<file path="config.mk">
export PLATFORM = sky130hd
export DESIGN_NAME = digit_serial_adder_flat
export DESIGN_NICKNAME = d
export VERILOG_FILES = /design/src/rtl/dsa_pkg.sv /design/src/rtl/digit_serial_adder_if.sv /design/src/rtl/digit_rca.sv /design/src/rtl/digit_serial_adder.sv /design/src/flat_wrapper.sv
export SDC_FILE = /design/constraint.sdc
export NUM_CORES = 1
export LEC_CHECK = 0
export ABC_AREA = 1
export CORE_AREA = 2 2 115 117
export CTS_CLUSTER_SIZE = 40
export DETAILED_ROUTE_END_ITERATION = 8
export DIE_AREA = 0 0 117 119
export GPL_ROUTABILITY_DRIVEN = 0
export PLACE_DENSITY = 0.76
export SYNTH_ARGS = -nofsm -noshare
export SYNTH_HDL_FRONTEND = slang
export SYNTH_SLANG_ARGS = --single-unit
</file>
<file path="constraint.sdc">
create_clock -name clk -period 4.99 [get_ports clk]
set_input_delay 1.2475 -clock clk [delete_from_list [all_inputs] [get_ports clk]]
set_output_delay 1.2475 -clock clk [all_outputs]
set_load 0.01 [all_outputs]
</file>
<file path="src/rtl/dsa_pkg.sv">
// Shared types and elaboration helpers for the digit-serial adder.
// DSA_SUB_EN (optional) adds a subtract-select input; see digit_serial_adder.sv.
package dsa_pkg;

  typedef enum logic [1:0] {
    StIdle,
    StRun,
    StDone
  } state_t;

  function automatic int unsigned ndig(input int unsigned width, input int unsigned digit);
    return width / digit;
  endfunction

  // A single-digit adder still needs a one-bit counter so the index logic stays uniform.
  function automatic int unsigned cnt_w(input int unsigned n);
    return (n <= 1) ? 1 : $clog2(n);
  endfunction

endpackage

</file>
<file path="src/rtl/digit_serial_adder_if.sv">
// Operand/result handshake bundle for the digit-serial adder.
// The sub field exists only when DSA_SUB_EN is defined.
interface digit_serial_adder_if #(
  parameter int unsigned WIDTH = 32
) ();

  logic             in_valid;
  logic             in_ready;
  logic [WIDTH-1:0] a;
  logic [WIDTH-1:0] b;
  logic             cin;
`ifdef DSA_SUB_EN
  logic             sub;
`endif
  logic             out_valid;
  logic             out_ready;
  logic [WIDTH-1:0] sum;
  logic             cout;

  modport master (
`ifdef DSA_SUB_EN
    output sub,
`endif
    output in_valid, a, b, cin, out_ready,
    input  in_ready, out_valid, sum, cout
  );

  modport slave (
`ifdef DSA_SUB_EN
    input  sub,
`endif
    input  in_valid, a, b, cin, out_ready,
    output in_ready, out_valid, sum, cout
  );

endinterface

</file>
<file path="src/rtl/digit_rca.sv">
// Combinational DIGIT-bit ripple-carry slice reused every cycle by the serial adder.
module digit_rca #(
  parameter int unsigned DIGIT = 8
) (
  input  logic [DIGIT-1:0] a_i,
  input  logic [DIGIT-1:0] b_i,
  input  logic             ci_i,
  output logic [DIGIT-1:0] s_o,
  output logic             co_o
);

  always_comb begin
    logic c;
    c   = ci_i;
    s_o = '0;
    for (int unsigned i = 0; i < DIGIT; i++) begin
      s_o[i] = a_i[i] ^ b_i[i] ^ c;
      c      = (a_i[i] & b_i[i]) | (a_i[i] & c) | (b_i[i] & c);
    end
    co_o = c;
  end

endmodule

</file>
<file path="src/rtl/digit_serial_adder.sv">
// Multi-cycle adder: {cout,sum} = a + b + cin, DIGIT bits per clock, LSB digit first.
// Define DSA_SUB_EN to add a sub input that replaces b with ~b when latched high.
module digit_serial_adder
  import dsa_pkg::*;
#(
  parameter int unsigned WIDTH = 32,
  parameter int unsigned DIGIT = 8
) (
  input logic                clk,
  input logic                rst_n,
  digit_serial_adder_if.slave bus
);

  localparam int unsigned NDIG  = ndig(WIDTH, DIGIT);
  localparam int unsigned CNT_W = cnt_w(NDIG);

  if (WIDTH % DIGIT != 0) begin : g_bad_digit
    $fatal(1, "digit_serial_adder: WIDTH must be a multiple of DIGIT");
  end

  state_t             state_q, state_d;
  logic [CNT_W-1:0]   cnt_q, cnt_d;
  logic               carry_q, carry_d;
  logic [WIDTH-1:0]   opa_q, opa_d;
  logic [WIDTH-1:0]   opb_q, opb_d;
  logic [WIDTH-1:0]   sum_q, sum_d;
  logic               cout_q, cout_d;

  logic               in_ready, out_valid;
  logic               accept, last_digit;
  logic [WIDTH-1:0]   b_eff;
  logic [DIGIT-1:0]   slice_s;
  logic               slice_co;

  assign accept     = bus.in_valid && (state_q == StIdle);
  assign last_digit = (cnt_q == CNT_W'(NDIG - 1));

`ifdef DSA_SUB_EN
  assign b_eff = bus.sub ? ~bus.b : bus.b;
`else
  assign b_eff = bus.b;
`endif

  // Operands shift right each RUN cycle so the slice always sees the low digit.
  digit_rca #(
    .DIGIT (DIGIT)
  ) u_rca (
    .a_i  (opa_q[DIGIT-1:0]),
    .b_i  (opb_q[DIGIT-1:0]),
    .ci_i (carry_q),
    .s_o  (slice_s),
    .co_o (slice_co)
  );

  always_ff @(posedge clk or negedge rst_n) begin
    if (!rst_n) begin
      state_q <= StIdle;
    end else begin
      state_q <= state_d;
    end
  end

  always_comb begin
    state_d = state_q;
    unique case (state_q)
      StIdle:  if (bus.in_valid) state_d = StRun;
      StRun:   if (last_digit) state_d = StDone;
      StDone:  if (bus.out_ready) state_d = StIdle;
      default: state_d = StIdle;
    endcase
  end

  always_comb begin
    in_ready  = (state_q == StIdle);
    out_valid = (state_q == StDone);
  end

  always_comb begin
    cnt_d   = cnt_q;
    carry_d = carry_q;
    opa_d   = opa_q;
    opb_d   = opb_q;
    sum_d   = sum_q;
    cout_d  = cout_q;
    if (accept) begin
      opa_d   = bus.a;
      opb_d   = b_eff;
      carry_d = bus.cin;
      cnt_d   = '0;
    end else if (state_q == StRun) begin
      opa_d   = opa_q >> DIGIT;
      opb_d   = opb_q >> DIGIT;
      carry_d = slice_co;
      for (int unsigned i = 0; i < NDIG; i++) begin
        if (cnt_q == CNT_W'(i)) begin
          sum_d[i*DIGIT +: DIGIT] = slice_s;
        end
      end
      if (last_digit) begin
        cout_d = slice_co;
      end else begin
        cnt_d = cnt_q + CNT_W'(1);
      end
    end
  end

  always_ff @(posedge clk or negedge rst_n) begin
    if (!rst_n) begin
      cnt_q   <= '0;
      carry_q <= 1'b0;
      opa_q   <= '0;
      opb_q   <= '0;
      sum_q   <= '0;
      cout_q  <= 1'b0;
    end else begin
      cnt_q   <= cnt_d;
      carry_q <= carry_d;
      opa_q   <= opa_d;
      opb_q   <= opb_d;
      sum_q   <= sum_d;
      cout_q  <= cout_d;
    end
  end

  assign bus.in_ready  = in_ready;
  assign bus.out_valid = out_valid;
  assign bus.sum       = sum_q;
  assign bus.cout      = cout_q;

endmodule
</file>
<file path="src/flat_wrapper.sv">
// flat-port wrapper written by rule: the top's interface ports become plain ports
module digit_serial_adder_flat import dsa_pkg::*;
#(
  parameter int unsigned WIDTH = 32,
  parameter int unsigned DIGIT = 8
)
  (clk, rst_n, bus_in_valid, bus_a, bus_b, bus_cin, bus_out_ready, bus_in_ready, bus_out_valid, bus_sum, bus_cout);
  digit_serial_adder_if #(.WIDTH(WIDTH)) bus_i ();
  input logic clk;
  input logic rst_n;
  input wire logic [$bits(bus_i.in_valid)-1:0] bus_in_valid;
  input wire logic [$bits(bus_i.a)-1:0] bus_a;
  input wire logic [$bits(bus_i.b)-1:0] bus_b;
  input wire logic [$bits(bus_i.cin)-1:0] bus_cin;
  input wire logic [$bits(bus_i.out_ready)-1:0] bus_out_ready;
  output wire logic [$bits(bus_i.in_ready)-1:0] bus_in_ready;
  output wire logic [$bits(bus_i.out_valid)-1:0] bus_out_valid;
  output wire logic [$bits(bus_i.sum)-1:0] bus_sum;
  output wire logic [$bits(bus_i.cout)-1:0] bus_cout;
  assign bus_i.in_valid = bus_in_valid;
  assign bus_i.a = bus_a;
  assign bus_i.b = bus_b;
  assign bus_i.cin = bus_cin;
  assign bus_i.out_ready = bus_out_ready;
  assign bus_in_ready = bus_i.in_ready;
  assign bus_out_valid = bus_i.out_valid;
  assign bus_sum = bus_i.sum;
  assign bus_cout = bus_i.cout;
  digit_serial_adder #(.WIDTH(WIDTH), .DIGIT(DIGIT)) u_core (.clk(clk), .rst_n(rst_n), .bus(bus_i));
endmodule
</file>
==> impl_results.md <==
* Cell count after placement at 879
* Post-DR wirelength/cell at 12.89 um
* First-pass DRT Iterations at 5
* Worst EP required at 5.27 ns
* Maximum fanout along the worst path at 4
* Multi-input logic area at 2017 um^2
* Area leader, netlist: dfrtp_1
* DRT antenna net count at 0
* Clock Skew at 0.01006 ns
* Clk Latency, worst-skew pair at 0.34 ns
* Critical Path AT at 4.57 ns
* Synth Area in Compound Gates at 0.1768%
* Total gr overflow at 0
* Final net count at 795
* Synth top area share at 51.53%
* First-pass GRT wire length at 19.66 mm
* Pin count of the biggest net entering global routing at 73
* Type of the most critical hold path: reg2reg
* Critical path startpoint category: flip-flop
* Cell-internal power at 2278 uW
* Area occupied by registers at 2552 um^2
* CTS sink count at 102
* CTS tree: done
* Sequential share of power at 35.9%
* Sw Ratio at 42.31%
* Register area share after synthesis at 51.53%
* Cell Rows at 42
* Clock power share at 17.1%
* Ports at 104
* Mux cell area share after synthesis at 0%
* Syn Inst Count at 628
* Number of fill cells at 1265
* Combinational Power Share at 47.0%
* Max transition margin at 23.45%
* Final Util at 49.21%
* Non-Filler Instances at 895
* Core ar. at 12870 um^2
* H-tree lvl count at 3
* Via count at 4134
* Synth Area in Simple Gates at 36.04%
* Initial antenna violation count at 0
* DRT iter0 DRCs at 220
* DIE AREA at 13920 um^2
* Final setup viols at 0
* Adder-cell area share of the yosys netlist at 4.243%
* Max Cap Violations at 0
* Largest family of logic cells by synthesized area: simple AND/OR/NAND/NOR gates
* Pwr Density at 623.3 nW/um^2
* CTS Buffer Depth at 2
* TritonCTS Buffers at 9
* Mapped cell area at 4954 um^2
* Avg Cell Area, Syn at 7.888 um^2
* CP Class: reg2reg
* Slew @ Worst Pin at 1.145 ns
* Post-CTS Setup Bufs at 0
* Post-Synth XOR/XNOR Area at 0%
* Die height at 119 um
* RSZ-0062 raised after global routing: no
* Crit path time final at 4.285 ns
* Diode count at 0
* Number of hold buffers added after cts at 0
* Setup TNS at 0 ns
* DP Wirelength at 7.882 mm
* Commonest non-fill, non-tap cell in the layout: nand2_1
* Most frequent cells in the layout: nand2_1, nand3_1, dfrtp_1, clkdlybuf4s50_1, inv_1
* Final Instance Area at 6336 um^2
* Port Buffer Count at 103
* Drt drc at 0
* Final Hold Fails at 0
* WHS at 0.4719 ns
* Outcome: complete, no violations
* Layout Area Growth over Synthesis at 27.91%
* Period Utilization, post-route at 85.86%
* Yosys cell types at 18
* Placed cell area at 6042 um^2
* Ys Warns at 0
* CTS Root Cell: clkbuf_16
* Slew Limit Fails at 0
* Ratio of cells with drive above 1 in the final layout at 4.729%
* Vias in the first global route at 4041
* Leak at 0.003322 uW
* CP Capture Type: flip-flop
* Vias per inst at 4.619
* Reg clk slew, reported paths at 0.07 ns
* Sw power at 1671 uW
* Peak Freq at 233.4 MHz
* Starting Density at 38.47%
* Max IR drop VDD at 374.2 uV
* GRT Total Usage at 17.99%
* Post-synthesis register bit count at 102
* Synth area leaders: dfrtp_1, nand2_1, nand3_1, inv_1, fa_1
* Post-CTS sizing at 0
* Die width at 117 um
* Net count after synthesis at 709
* Drt total wl at 11.54 mm
metrics by stage:
stage	setup WS (ns)	total power, uW
after floorplan	0.9524	2665
after global placement	0.8073	3245
after detailed placement	0.7483	3290
after CTS	0.6677	3979
after global routing	0.4965	4303
final	0.7054	3949
critical path, cell delays in order, from the launching register on:
cell and delay (ns):
dfrtp_1 0.40, inv_1 0.10, fa_1 0.20, inv_1 0.06
fa_1 0.45, fa_1 0.46, fa_1 0.47, fa_1 0.46
fa_1 0.46, fa_1 0.42, inv_1 0.08, fa_1 0.38
inv_1 0.13, nand2_1 0.07, nand2_1 0.08
path summary, 6_finish.rpt:
check,cells past startpoint,to,slack [ns],start
worst min-delay path,2,u_core.opb_q[27],0.47,u_core.opb_q[27]
min in group asynchronous,1,u_core.opa_q[27],1.02,rst_n
worst max-delay path,14,u_core.bus.sum[15],0.71,u_core.opb_q[0]
max in group asynchronous,2,u_core.bus.sum[22],3.02,rst_n
worst max register to register,14,u_core.bus.sum[15],0.71,u_core.opb_q[0]
worst min register to register,2,u_core.opb_q[27],0.47,u_core.opb_q[27]
kinds of logic (layout without fill, tap and decap cells):
logic type                 Yosys count  after routing
AOI/OAI and AO/OA                    1              1
and+or+nand+nor                    429            429
buffers and inverters               84            175
adders and majority gates           12             12
DFF                                102            102
cells in the mapped netlist:
cell type / count
fa_1: 8
buf_1: 2
nor2_2: 5
nand2_2: 2
o21ai_2: 1
ha_1: 4
nand4_1: 1
inv_2: 2
nand3_1: 118
inv_1: 49
dfrtp_1: 102
buf_2: 20
clkbuf_1: 2
nand2_4: 1
buf_6: 6
buf_4: 3
nor2_1: 1
nand2_1: 301
registers in the layout, summed over array words and instances (netlist names):
name	flops
u_core.opb_q	32
u_core.bus.cout	1
u_core.bus.sum	32
u_core.opa_q	32
u_core.carry_q	1
u_core.state_q	2
u_core.cnt_q	2
power groups by stage:
stage	Clock, uW	Sequential (uW)	Combinational, uW
4_1_cts	686	1420	1880
5_1_grt	715	1470	2120
3_3_place_gp	0	1420	1830
2_1_floorplan	0	1440	1230
3_5_place_dp	0	1430	1860
6_report	675	1420	1860
final cells by class:
cell class | count | area share (%)
clock buffers | 9 | 3.555
inverters | 51 | 3.021
multi-input cells | 442 | 31.83
flip-flops and latches | 102 | 40.28
repair buffers | 108 | 16.75
clock inverters | 7 | 1.086
well taps | 176 | 3.476
per-layer routing:
| metal | wire (um) | track usage (%) |
|---|---|---|
| met5 | 0 | 0 |
| met2 | 5668 | 29.55 |
| met4 | 220 | 5.809 |
| met1 | 5187 | 24.43 |
| met3 | 463 | 2.646 |
(Power assumes the default switching activity.)
